$ cat config.mk
export PLATFORM = sky130hd
export DESIGN_NAME = sig_router
export DESIGN_NICKNAME = d
export VERILOG_FILES = /design/src/rtl/sig_router.sv
export SDC_FILE = /design/constraint.sdc
export NUM_CORES = 1
export LEC_CHECK = 0
export ABC_AREA = 1
export CAP_MARGIN = 0
export CORE_ASPECT_RATIO = 0.9
export CORE_MARGIN = 10
export CORE_UTILIZATION = 35
export CTS_CLUSTER_SIZE = 24
export DETAILED_ROUTE_END_ITERATION = 8
export PLACE_DENSITY = 0.81
export SYNTH_ARGS = -nofsm -noshare
export SYNTH_HDL_FRONTEND = slang
export SYNTH_SLANG_ARGS = --single-unit
$ cat constraint.sdc
create_clock -name clk -period 1.9 [get_ports clk]
set_clock_uncertainty 0.05 [all_clocks]
set_input_delay 0.19 -clock clk [delete_from_list [all_inputs] [get_ports clk]]
set_output_delay 0.19 -clock clk [all_outputs]
set_load 0.01 [all_outputs]
$ cat src/rtl/sig_router.sv
// ----------------------------------------------------------------------------
// sig_router
//
// Routes one of NCH source channels (speaker bit, LED bus, 8 seg-display
// nibbles) to the board outputs. Every output is registered. Each channel
// switch inserts a speaker mute gap so the buzzer does not pop. Any select
// value >= NCH selects idle, which shows a banner on the digits.
//
// Optional feature macro: SIG_ROUTER_SCROLL_EN
//   defined   -> the idle banner rotates left one nibble every SCROLL_DIV cycles
//   undefined -> the idle banner is a static IDLE_MSG, no divider logic
//
// Ports:
//   clk        in   1           system clock
//   rst_n      in   1           asynchronous active-low reset
//   sel        in   SEL_W       channel select, >= NCH means idle
//   spk_in     in   NCH         speaker bit per channel (channel i at bit i)
//   led_in     in   NCH*LED_W   LED bus per channel (channel i at [i*LED_W +: LED_W])
//   dig_in     in   NCH*32      digit nibbles per channel (channel i at [i*32 +: 32])
//   speaker    out  1           routed speaker bit, forced low during the gap
//   led        out  LED_W       routed LED bus, 0 when idle
//   digits     out  32          nibbles p7..p0 for seg_display
//   active_ch  out  SEL_W       applied select, NCH when idle
//   muting     out  1           high while the mute gap runs
// ----------------------------------------------------------------------------
module sig_router #(
   parameter int          NCH         = 4,
   parameter int          SEL_W       = 3,
   parameter int          LED_W       = 8,
   parameter int          MUTE_CYCLES = 1000,
   parameter logic [31:0] IDLE_MSG    = 32'h6E77_0DDD,
   parameter int          SCROLL_DIV  = 50_000_000
) (
   input  logic                 clk,
   input  logic                 rst_n,
   input  logic [SEL_W-1:0]     sel,
   input  logic [NCH-1:0]       spk_in,
   input  logic [NCH*LED_W-1:0] led_in,
   input  logic [NCH*32-1:0]    dig_in,
   output logic                 speaker,
   output logic [LED_W-1:0]     led,
   output logic [31:0]          digits,
   output logic [SEL_W-1:0]     active_ch,
   output logic                 muting
);

   // Elaboration-time parameter sanity checks.
   if (NCH < 1 || NCH > 7) begin : g_bad_nch
      $error("sig_router: NCH must be in 1..7");
   end
   if ((2 ** SEL_W) <= NCH) begin : g_bad_sel_w
      $error("sig_router: SEL_W too narrow to encode the idle select");
   end
   if (MUTE_CYCLES < 0) begin : g_bad_mute
      $error("sig_router: MUTE_CYCLES must be >= 0");
   end
   if (SCROLL_DIV < 1) begin : g_bad_div
      $error("sig_router: SCROLL_DIV must be >= 1");
   end

   localparam logic [SEL_W-1:0] IDLE_SEL = SEL_W'(NCH);
   localparam int               CNT_W    = (MUTE_CYCLES > 1) ? $clog2(MUTE_CYCLES) : 1;
   localparam logic [CNT_W-1:0] CNT_LOAD = CNT_W'(MUTE_CYCLES - 1);

   typedef enum logic {
      RUN  = 1'b0,
      MUTE = 1'b1
   } state_t;

   state_t             state, state_d;
   logic [CNT_W-1:0]   cnt, cnt_d;
   logic [SEL_W-1:0]   sel_q, sel_n;
   logic               changed, idle_n;

   logic               spk_sel;
   logic [LED_W-1:0]   led_sel;
   logic [31:0]        dig_sel;

   logic               speaker_d;
   logic [LED_W-1:0]   led_d;
   logic [31:0]        digits_d;

`ifdef SIG_ROUTER_SCROLL_EN
   localparam int               DIV_W    = (SCROLL_DIV > 1) ? $clog2(SCROLL_DIV) : 1;
   localparam logic [DIV_W-1:0] DIV_LAST = DIV_W'(SCROLL_DIV - 1);

   logic [DIV_W-1:0]   div_q, div_d;
   logic [31:0]        banner_q, banner_d;
`endif

   // -------------------------------------------------------------------------
   // Next-state / next-output logic
   // -------------------------------------------------------------------------
   always_comb begin
      // NOTE: every variable gets a default first so no path leaves it
      // unassigned; that is what keeps always_comb from inferring a latch.
      state_d   = state;
      cnt_d     = cnt;
      spk_sel   = 1'b0;
      led_sel   = '0;
      dig_sel   = '0;

      // All idle codes collapse to one value, so hopping between two idle
      // codes never counts as a change.
      sel_n   = (sel >= IDLE_SEL) ? IDLE_SEL : sel;
      changed = (sel_n != sel_q);
      idle_n  = (sel_n == IDLE_SEL);

      // Mux by comparison so an idle select never indexes past the buses.
      for (int i = 0; i < NCH; i++) begin
         if (sel_n == SEL_W'(i)) begin
            spk_sel = spk_in[i];
            led_sel = led_in[i*LED_W +: LED_W];
            dig_sel = dig_in[i*32 +: 32];
         end
      end

      case (state)
         RUN: begin
            if (changed && (MUTE_CYCLES > 0)) begin
               state_d = MUTE;
               cnt_d   = CNT_LOAD;
            end
         end
         MUTE: begin
            if (changed) begin
               cnt_d = CNT_LOAD;  // a new switch restarts the full gap
            end else if (cnt == '0) begin
               state_d = RUN;
            end else begin
               cnt_d = cnt - CNT_W'(1);
            end
         end
         default: state_d = RUN;
      endcase

      // Outputs are computed from the next state so they register together
      // with it; spk_sel is already 0 for the idle select.
      speaker_d = (state_d == RUN) ? spk_sel : 1'b0;
      led_d     = led_sel;

`ifdef SIG_ROUTER_SCROLL_EN
      div_d    = div_q;
      banner_d = banner_q;
      if (idle_n) begin
         if (sel_q != IDLE_SEL) begin
            // Entering idle always starts the banner from the top.
            banner_d = IDLE_MSG;
            div_d    = '0;
         end else if (div_q == DIV_LAST) begin
            div_d    = '0;
            banner_d = {banner_q[27:0], banner_q[31:28]};
         end else begin
            div_d    = div_q + DIV_W'(1);
         end
      end
      digits_d = idle_n ? banner_d : dig_sel;
`else
      digits_d = idle_n ? IDLE_MSG : dig_sel;
`endif
   end

   // -------------------------------------------------------------------------
   // State and output registers
   // -------------------------------------------------------------------------
   // NOTE: sequential state uses non-blocking assignments so every register
   // samples the pre-edge values, independent of statement order.
   always_ff @(posedge clk or negedge rst_n) begin
      if (!rst_n) begin
         state   <= RUN;
         cnt     <= '0;
         sel_q   <= IDLE_SEL;
         speaker <= 1'b0;
         led     <= '0;
         digits  <= IDLE_MSG;
      end else begin
         state   <= state_d;
         cnt     <= cnt_d;
         sel_q   <= sel_n;
         speaker <= speaker_d;
         led     <= led_d;
         digits  <= digits_d;
      end
   end

`ifdef SIG_ROUTER_SCROLL_EN
   always_ff @(posedge clk or negedge rst_n) begin
      if (!rst_n) begin
         div_q    <= '0;
         banner_q <= IDLE_MSG;
      end else begin
         div_q    <= div_d;
         banner_q <= banner_d;
      end
   end
`endif

   // sel_q and state are registers themselves, so these outputs stay registered.
   assign active_ch = sel_q;
   assign muting    = (state == MUTE);

endmodule

After elaboration in Yosys (flattened, before gate mapping)
Cells that the tools add are included.

Add/sub/neg operators: 1. Equality and inequality tests: 7. Reduce and logical (&&, ||, !) cells: 3. Bitwise logic cells: 1. Divide/modulo/power cells: 0. Mux-type cells: 23. $lt $le $gt $ge: 1. Multipliers: 0. Shift operators: 0.

Operator list (number): 2-to-1 mux 32 bit (5); 2-to-1 mux 8 bit (4); 2-to-1 mux 10 bit (3); case mux 10 bit (2 select lines) (1); zero test 10 bit (1); subtractor 10 x 1 -> 10 bit, second input constant (1); 2-to-1 mux 1 bit (8); == test 3 x 2 -> 1 bit, second input constant (2); == test 3 x 1 -> 1 bit, second input constant (1); == test 3 bit, second input constant (1); >= comparator 3 bit, second input constant (1); zero test 3 bit (1); 2-to-1 mux 3 bit (1); inequality test 3 bit (1); inequality test 3 bit, second input constant (1); inequality test 2 bit, second input constant (1); case mux 1 bit (2 select lines) (1); AND reduction 2 bit (1); NOT 1 bit (1).

Input bits: 169. Register bits after elaboration: 55. Memories kept: 0. Bits in read-only memories: 0. Latch bits: 0. Bits in writable memories: 0.

Depth between registers and ports, before layout
Gate-level depths: netlist (run 1).

Depth in word-level cells: 8. Gate-level depth with buffers: 9. Depth with buffers taken out: 9.

Worst setup path before layout (run 1)
Ideal clock, no wire load.

Path type: reg2reg. Start: register cnt[0]. End: register cnt[2]. Cell stages (with the launch flop): 10. Setup time: 117 ps. Path slack: 378 ps. Period minus slack after synthesis: 1522 ps. Data required time: 1733 ps. Arrival: 1356 ps. Cells stage by stage: dfrtp_1 inv_1 ha_1 nand2_1 nor2_4 nand2_4 nand2_4 nand2_2 nand2_1 nand2_1.

Word-level cells in the longest chain between the ends: 4. Elaborated cells on any way between the ends: 7. Those cells by class: 1 x add/sub; 1 x eq/ne; 3 x mux; 2 x reduce/logical.

Ends and longest elaborated chain: start, declared (RTL line 71) `logic [CNT_W-1:0] cnt, cnt_d;`; start signal, assigned (RTL line 178) `cnt <= cnt_d;`; subtractor 10 x 1 -> 10 bit (RTL line 131) `cnt_d = cnt - CNT_W'(1);`; 2-to-1 mux 10 bit (RTL line 128) `end else if (cnt == '0) begin`; 2-to-1 mux 10 bit (RTL line 126) `if (changed) begin`; case mux 10 bit (2 select lines) (RTL line 118) `case (state)`.

Parallel ways exist; a longest one is shown, timed or not. The select of a mux whose other input is x is not followed. A chain may end at the register's enable or synchronous reset.

Final worst setup path (run 1)
Start: register cnt[0]. End: register cnt[6].

Same word-level chain as after synthesis.

==> impl_metrics.ini, run 1 <==
[outcome]
outcome = finished clean

[floorplan]
die_area_um2 = 12800
ios = 214
fp.dieH_um = 108
rows = 32
core_um2 = 8530
initial_core_util_pct = 35.5
die_x_um = 118

[global_routing]
met1_usage_pct = 20.4
antenna_found_initial = 0
grtUsageTotal_pct = 19.3
grt_pass1_vias = 3878
overflow = 0
grt_max_degree = 27
grt_util_met2_pct = 35.6
grt_pass1_wl_mm = 19.9
busiest_layer = met2
met3_usage_pct = 7.09

[placed_design]
io_buffer_count = 213
globalplace.congestion = 0.850
placed_cell_area_um2 = 5420
dp_hpwl_mm = 10.6

[power]
p_leak_nw = 2.26
power.total_mw = 3.07
vdd_drop_max_v = 0.000473
power_density_nw_per_um2 = 552

[setup_path]
crit_type = register to register
crit_chain = inv_1 > ha_1 > nand2_1 > nor2_4 > nand2_4 > nand2_4 > nand2_2 > nand2_1 > nand2_1
arrival_ps = 1880
startpoint_type = register
cp-end-kind = register
path_common_cell = nand2_1
cp_slowest_cell = dfrtp_1
critPathMaxStageDelay_ps = 410
worstPathRequired_ps = 2060
cp_max_fo = 10

[logic_synthesis]
syn_avg_cell_area_um2 = 7.73
syn_area_um2 = 3030
synthCells = 392
ys_ff_latch = 55
ys_types = 24
ys_warn_count = 0
synth_nets = 562
yosysSeqAreaShare_pct = 46.3

[clock_tree]
post_cts_resized = 0
hold_buffers = 1
post_cts_buffers = 0
cts_num_sinks = 55
numCtsBuffers = 5
cts_tree = yes
cts-root-buf = clkbuf_8
cts.htree.levels = 2
clock_latency_ps = 310
cts_buffer_depth = 2
clk_pin_slew_ps = 100

[final_layout]
final_common_cell = clkdlybuf4s50_1
fin_nets = 780
fin_util_pct = 65.2
drive_gt1_share_pct = 11.3
diodes = 0
regArea_um2 = 1400
syn_to_final_growth_pct = 83.5
multi_input_area_um2 = 1440
fin_area_um2 = 5560
final_cell_mix = clkdlybuf4s50_1, nand2_1, nand3_1, nand4_1, dfrtp_1
fillers = 713

[timing]
slew_headroom_pct = 65.2
tns_ps = 0
setup_violations = 0
fmax_mhz = 584
fin_crit_ps = 1710
finalMaxSlewViolations = 0
rsz0062_at_grt = no
whs_ps = 332
fin_crit_sh_pct = 90.1
hold_violations = 0
worstMarginPinSlew_ps = 522

[detailed_routing]
drt-initial-drc-count = 156
route.antenna.remaining_nets = 0
vias_per_cell = 5.01
first_pass_iters = 5
dr_total_vias = 3657
routedWlPerCell_um = 17.6
drcViolationCount = 0
wl_mm = 12.9

[flow_run]
drv_cap = 0

[worst_hold_path]
hp-class = input port to async pin
cell type report:
| type | instances | area share (%) |
|---|---|---|
| clock buffers | 5 | 1.24 |
| well taps | 119 | 2.68 |
| clock inverters | 3 | 1.21 |
| multi-input cells | 293 | 25.9 |
| repair buffers | 236 | 42.5 |
| inverters | 19 | 1.28 |
| flip-flops and latches | 55 | 25.2 |
worst max-delay path, delay by kind of cell (launching register included):
kind	cells	cell delay [ps]
adder cells (fa/ha/maj)	1	210
buffers and inverters	1	170
flip-flops	1	410
AND/OR/NAND/NOR	7	780
metal layers:
metal | wire length, um | share of wire (%)
met1 | 4800 | 37
met2 | 6800 | 53
met3 | 1040 | 8.0
met4 | 237 | 1.8
met5 | 0 | 0
through the flow:
stage                     instances  setup WS, ps
after floorplan                 392           378
after global placement          721           168
after detailed placement        721           102
after CTS                       730           180
after global routing            730          31.5
final                           730           189
worst paths after layout:
| path | start | endpoint | slack (ps) | cells past startpoint |
|---|---|---|---|---|
| min in group clk | dig_in[53] | digits[21] | 370 | 3 |
| max in group asynchronous | rst_n | digits[18] | 880 | 3 |
| min | rst_n | digits[15] | 330 | 2 |
| min reg2reg | cnt[7] | cnt[7] | 470 | 2 |
| max | cnt[0] | cnt[6] | 190 | 9 |
| max reg2reg | cnt[0] | cnt[6] | 190 | 9 |
power breakdown:
part | internal (mW) | leakage [nW] | switching (mW)
Sequential | 1.27 | 0.626 | 0.0241
Clock | 0.526 | 0.0644 | 0.400
Combinational | 0.528 | 1.57 | 0.321
flip-flops by register name, indices dropped and copies added (netlist names):
name	flops
cnt	10
active_ch	3
digits	32
led	8
speaker	1
muting	1
cells by family (layout without fill, tap and decap cells):
logic type / count (synthesis) / count (layout) / synth area share (%)
DFF: 55 / 55 / 46.3
and+or+nand+nor: 252 / 252 / 39.0
xor gates and xnor gates: 1 / 1 / 0.289
buffers and inverters: 44 / 263 / 6.56
adders and majority gates: 1 / 1 / 0.413
AOI/OAI and AO/OA: 39 / 39 / 7.51
cell usage after synthesis:
library cell	instances	area share (%)
nand4_1	35	7.2
nand2_2	3	0.62
clkbuf_1	12	1.5
ha_1	1	0.41
buf_1	1	0.12
nand2_4	2	0.74
nand3b_1	1	0.25
inv_2	4	0.50
nand3_1	65	11
a31oi_1	5	1.0
buf_2	9	1.5
nand2_1	118	15
nor2_4	4	1.5
o21ai_1	3	0.50
xnor2_1	1	0.29
a41oi_1	7	2.0
nor2_1	20	2.5
inv_1	15	1.9
o21ai_0	4	0.66
buf_6	3	1.1
dfstp_2	21	18
a21oi_1	20	3.3
dfrtp_1	34	28
nor2_2	4	0.83
(Power assumes the default switching activity.)
==> run 2, diff against run 1 <==
--- a/config.mk
+++ b/config.mk
@@ -13,6 +13,7 @@
 export CTS_CLUSTER_SIZE = 24
 export DETAILED_ROUTE_END_ITERATION = 8
 export PLACE_DENSITY = 0.81
+export SLEW_MARGIN = 20
 export SYNTH_ARGS = -nofsm -noshare
 export SYNTH_HDL_FRONTEND = slang
 export SYNTH_SLANG_ARGS = --single-unit
==> results of run 2 <==
Same layout as run 1: the final DEF is identical, and so are final timing and power.
==> run 3, diff against run 2 <==
--- a/config.mk
+++ b/config.mk
@@ -8,7 +8,7 @@
 export ABC_AREA = 1
 export CAP_MARGIN = 0
 export CORE_ASPECT_RATIO = 0.9
-export CORE_MARGIN = 10
+export CORE_MARGIN = 4
 export CORE_UTILIZATION = 35
 export CTS_CLUSTER_SIZE = 24
 export DETAILED_ROUTE_END_ITERATION = 8
==> run 3 against run 2 <==
Count of clock-buffer cells in the layout unchanged. Final cell count down 0.82%. Register-to-register slack improved by 90 ps. Total power down 8.6%. Worst setup slack improved by 30 ps. Hold slack better by 15 ps. Cell area down 0.58%. Critical path depth down 8. Core utilization up 2.0 points. Maximum frequency is 1.8% higher. Sequential cell count unchanged. Largest cell class unchanged. Largest power group unchanged. Highest routed layer unchanged.
==> impl_metrics.ini, run 3 (same netlist as run 1, synthesis figures left out) <==
[outcome]
outcome = finished clean

[placed_design]
globalplace.congestion = 0.874
dp_hpwl_mm = 9.42
io_buffer_count = 213
dp_slack_ps = 85.6
dpl.cell_count = 715
placed_cell_area_um2 = 5440

[final_layout]
stdcell_count = 724
largestRegisters = digits x32, cnt x10, led x8
syn_to_final_growth_pct = 82.5
final_cell_mix = clkdlybuf4s50_1, nand2_1, nand3_1, nand4_1, dfrtp_1
final_common_cell = clkdlybuf4s50_1
fillers = 724
fin_util_pct = 67.3
fin_area_um2 = 5530
drive_gt1_share_pct = 11.0
regMostFlops = digits
fin_nets = 778
largest_register_ffs = 32
diodes = 0

[global_routing]
grt_pass1_wl_mm = 18.4
grt_pass1_vias = 3813
overflow = 0
antenna_found_initial = 0
grtUsageTotal_pct = 22.9
grt_max_degree = 56

[detailed_routing]
met2WireLength_mm = 6.44
dr_total_vias = 3664
drcViolationCount = 0
wl_mm = 12.1
first_pass_iters = 4
top_layer_used = met4
wl_met3_mm = 1.02
wl_met1_mm = 4.47
drt-initial-drc-count = 139
vias_per_cell = 5.06
route.antenna.remaining_nets = 0
routedWlPerCell_um = 16.7

[timing]
slew_headroom_pct = 78.3
tns_ps = 0
fin_crit_sh_pct = 88.5
worst_slack_ps = 219
fin_crit_ps = 1680
finalMaxSlewViolations = 0
whs_ps = 348
worstMarginPinSlew_ps = 325
setup_violations = 0
fmax_mhz = 595
hold_violations = 0
rsz0062_at_grt = no

[power]
p_leak_nw = 2.25
power.total_mw = 2.81
vdd_drop_max_v = 0.000280
power_density_nw_per_um2 = 508

[floorplan]
ios = 214
rows = 31
core_um2 = 8220
die_x_um = 106
die_area_um2 = 10200
fp.dieH_um = 96.3
initial_core_util_pct = 36.9

[worst_hold_path]
hp-class = input port to async pin

[clock_tree]
cts_tree = yes
clk_pin_slew_ps = 100
post_cts_resized = 0
cts_buffer_depth = 2
cts_num_sinks = 55
hold_buffers = 1
cts.htree.levels = 2
post_cts_buffers = 0
numCtsBuffers = 5
cts-root-buf = clkbuf_8
clock_latency_ps = 310

[setup_path]
worst-path-buf-inv = 1
crit_chain = clkdlybuf4s50_1
arrival_ps = 1440
r2r-start = cnt[3]
startpoint_type = register
regToRegEndpoint = cnt[6]
crit_type = register to output port
cp-end-kind = output port
r2r_cells = 8
worstPathRequired_ps = 1660
path_delay_family = flip-flops
regToRegSetupSlack_ps = 280
critPathMaxStageDelay_ps = 580
cp_slowest_cell = dfstp_2
cp_max_fo = 3

[flow_run]
drv_cap = 0
## run 3: worst reg2reg max path, stage by stage (launching register included)
cell and delay, ps:
dfrtp_1 460, nor2_2 200, nand2_1 150, nor2_4 190, nand2_4 120, nand2_4 120
nand2_2 90, nand2_1 80, nand2_1 60
## run 3: layout make-up
type / instances / area [um2] / area share (%)
clock buffer: 5 / 68.8 / 1.24
clock inverter: 3 / 17.5 / 0.317
inverter: 19 / 71.3 / 1.29
multi-input combinational: 293 / 1440 / 26.0
sequential: 55 / 1400 / 25.4
tap: 115 / 144 / 2.60
timing repair buffer: 234 / 2390 / 43.2
## run 3: layer usage
layer	GRT usage (%)	vias to the layer above
met3	7.44	14
li1	-	1764
met2	41.8	154
met1	25.6	1732
met5	0	-
met4	6.80	0
## run 3: report_power, final
group	switching, mW	leakage, nW	total, mW	internal, mW
clock	0.393	0.0488	0.653	0.260
sequential	0.0241	0.626	1.30	1.27
combinational	0.323	1.58	0.858	0.535
## run 3: how the worst max path moves through the flow
stage	from	to	slack, ps	depth (start not counted)
floorplan	cnt[0]	cnt[2]	380	9
global placement	sel[2]	digits[15]	150	7
detailed placement	sel[2]	digits[19]	90	7
CTS	active_ch[2]	active_ch[2]	190	1
global route	cnt[3]	cnt[6]	160	8
finish	active_ch[2]	active_ch[2]	220	1
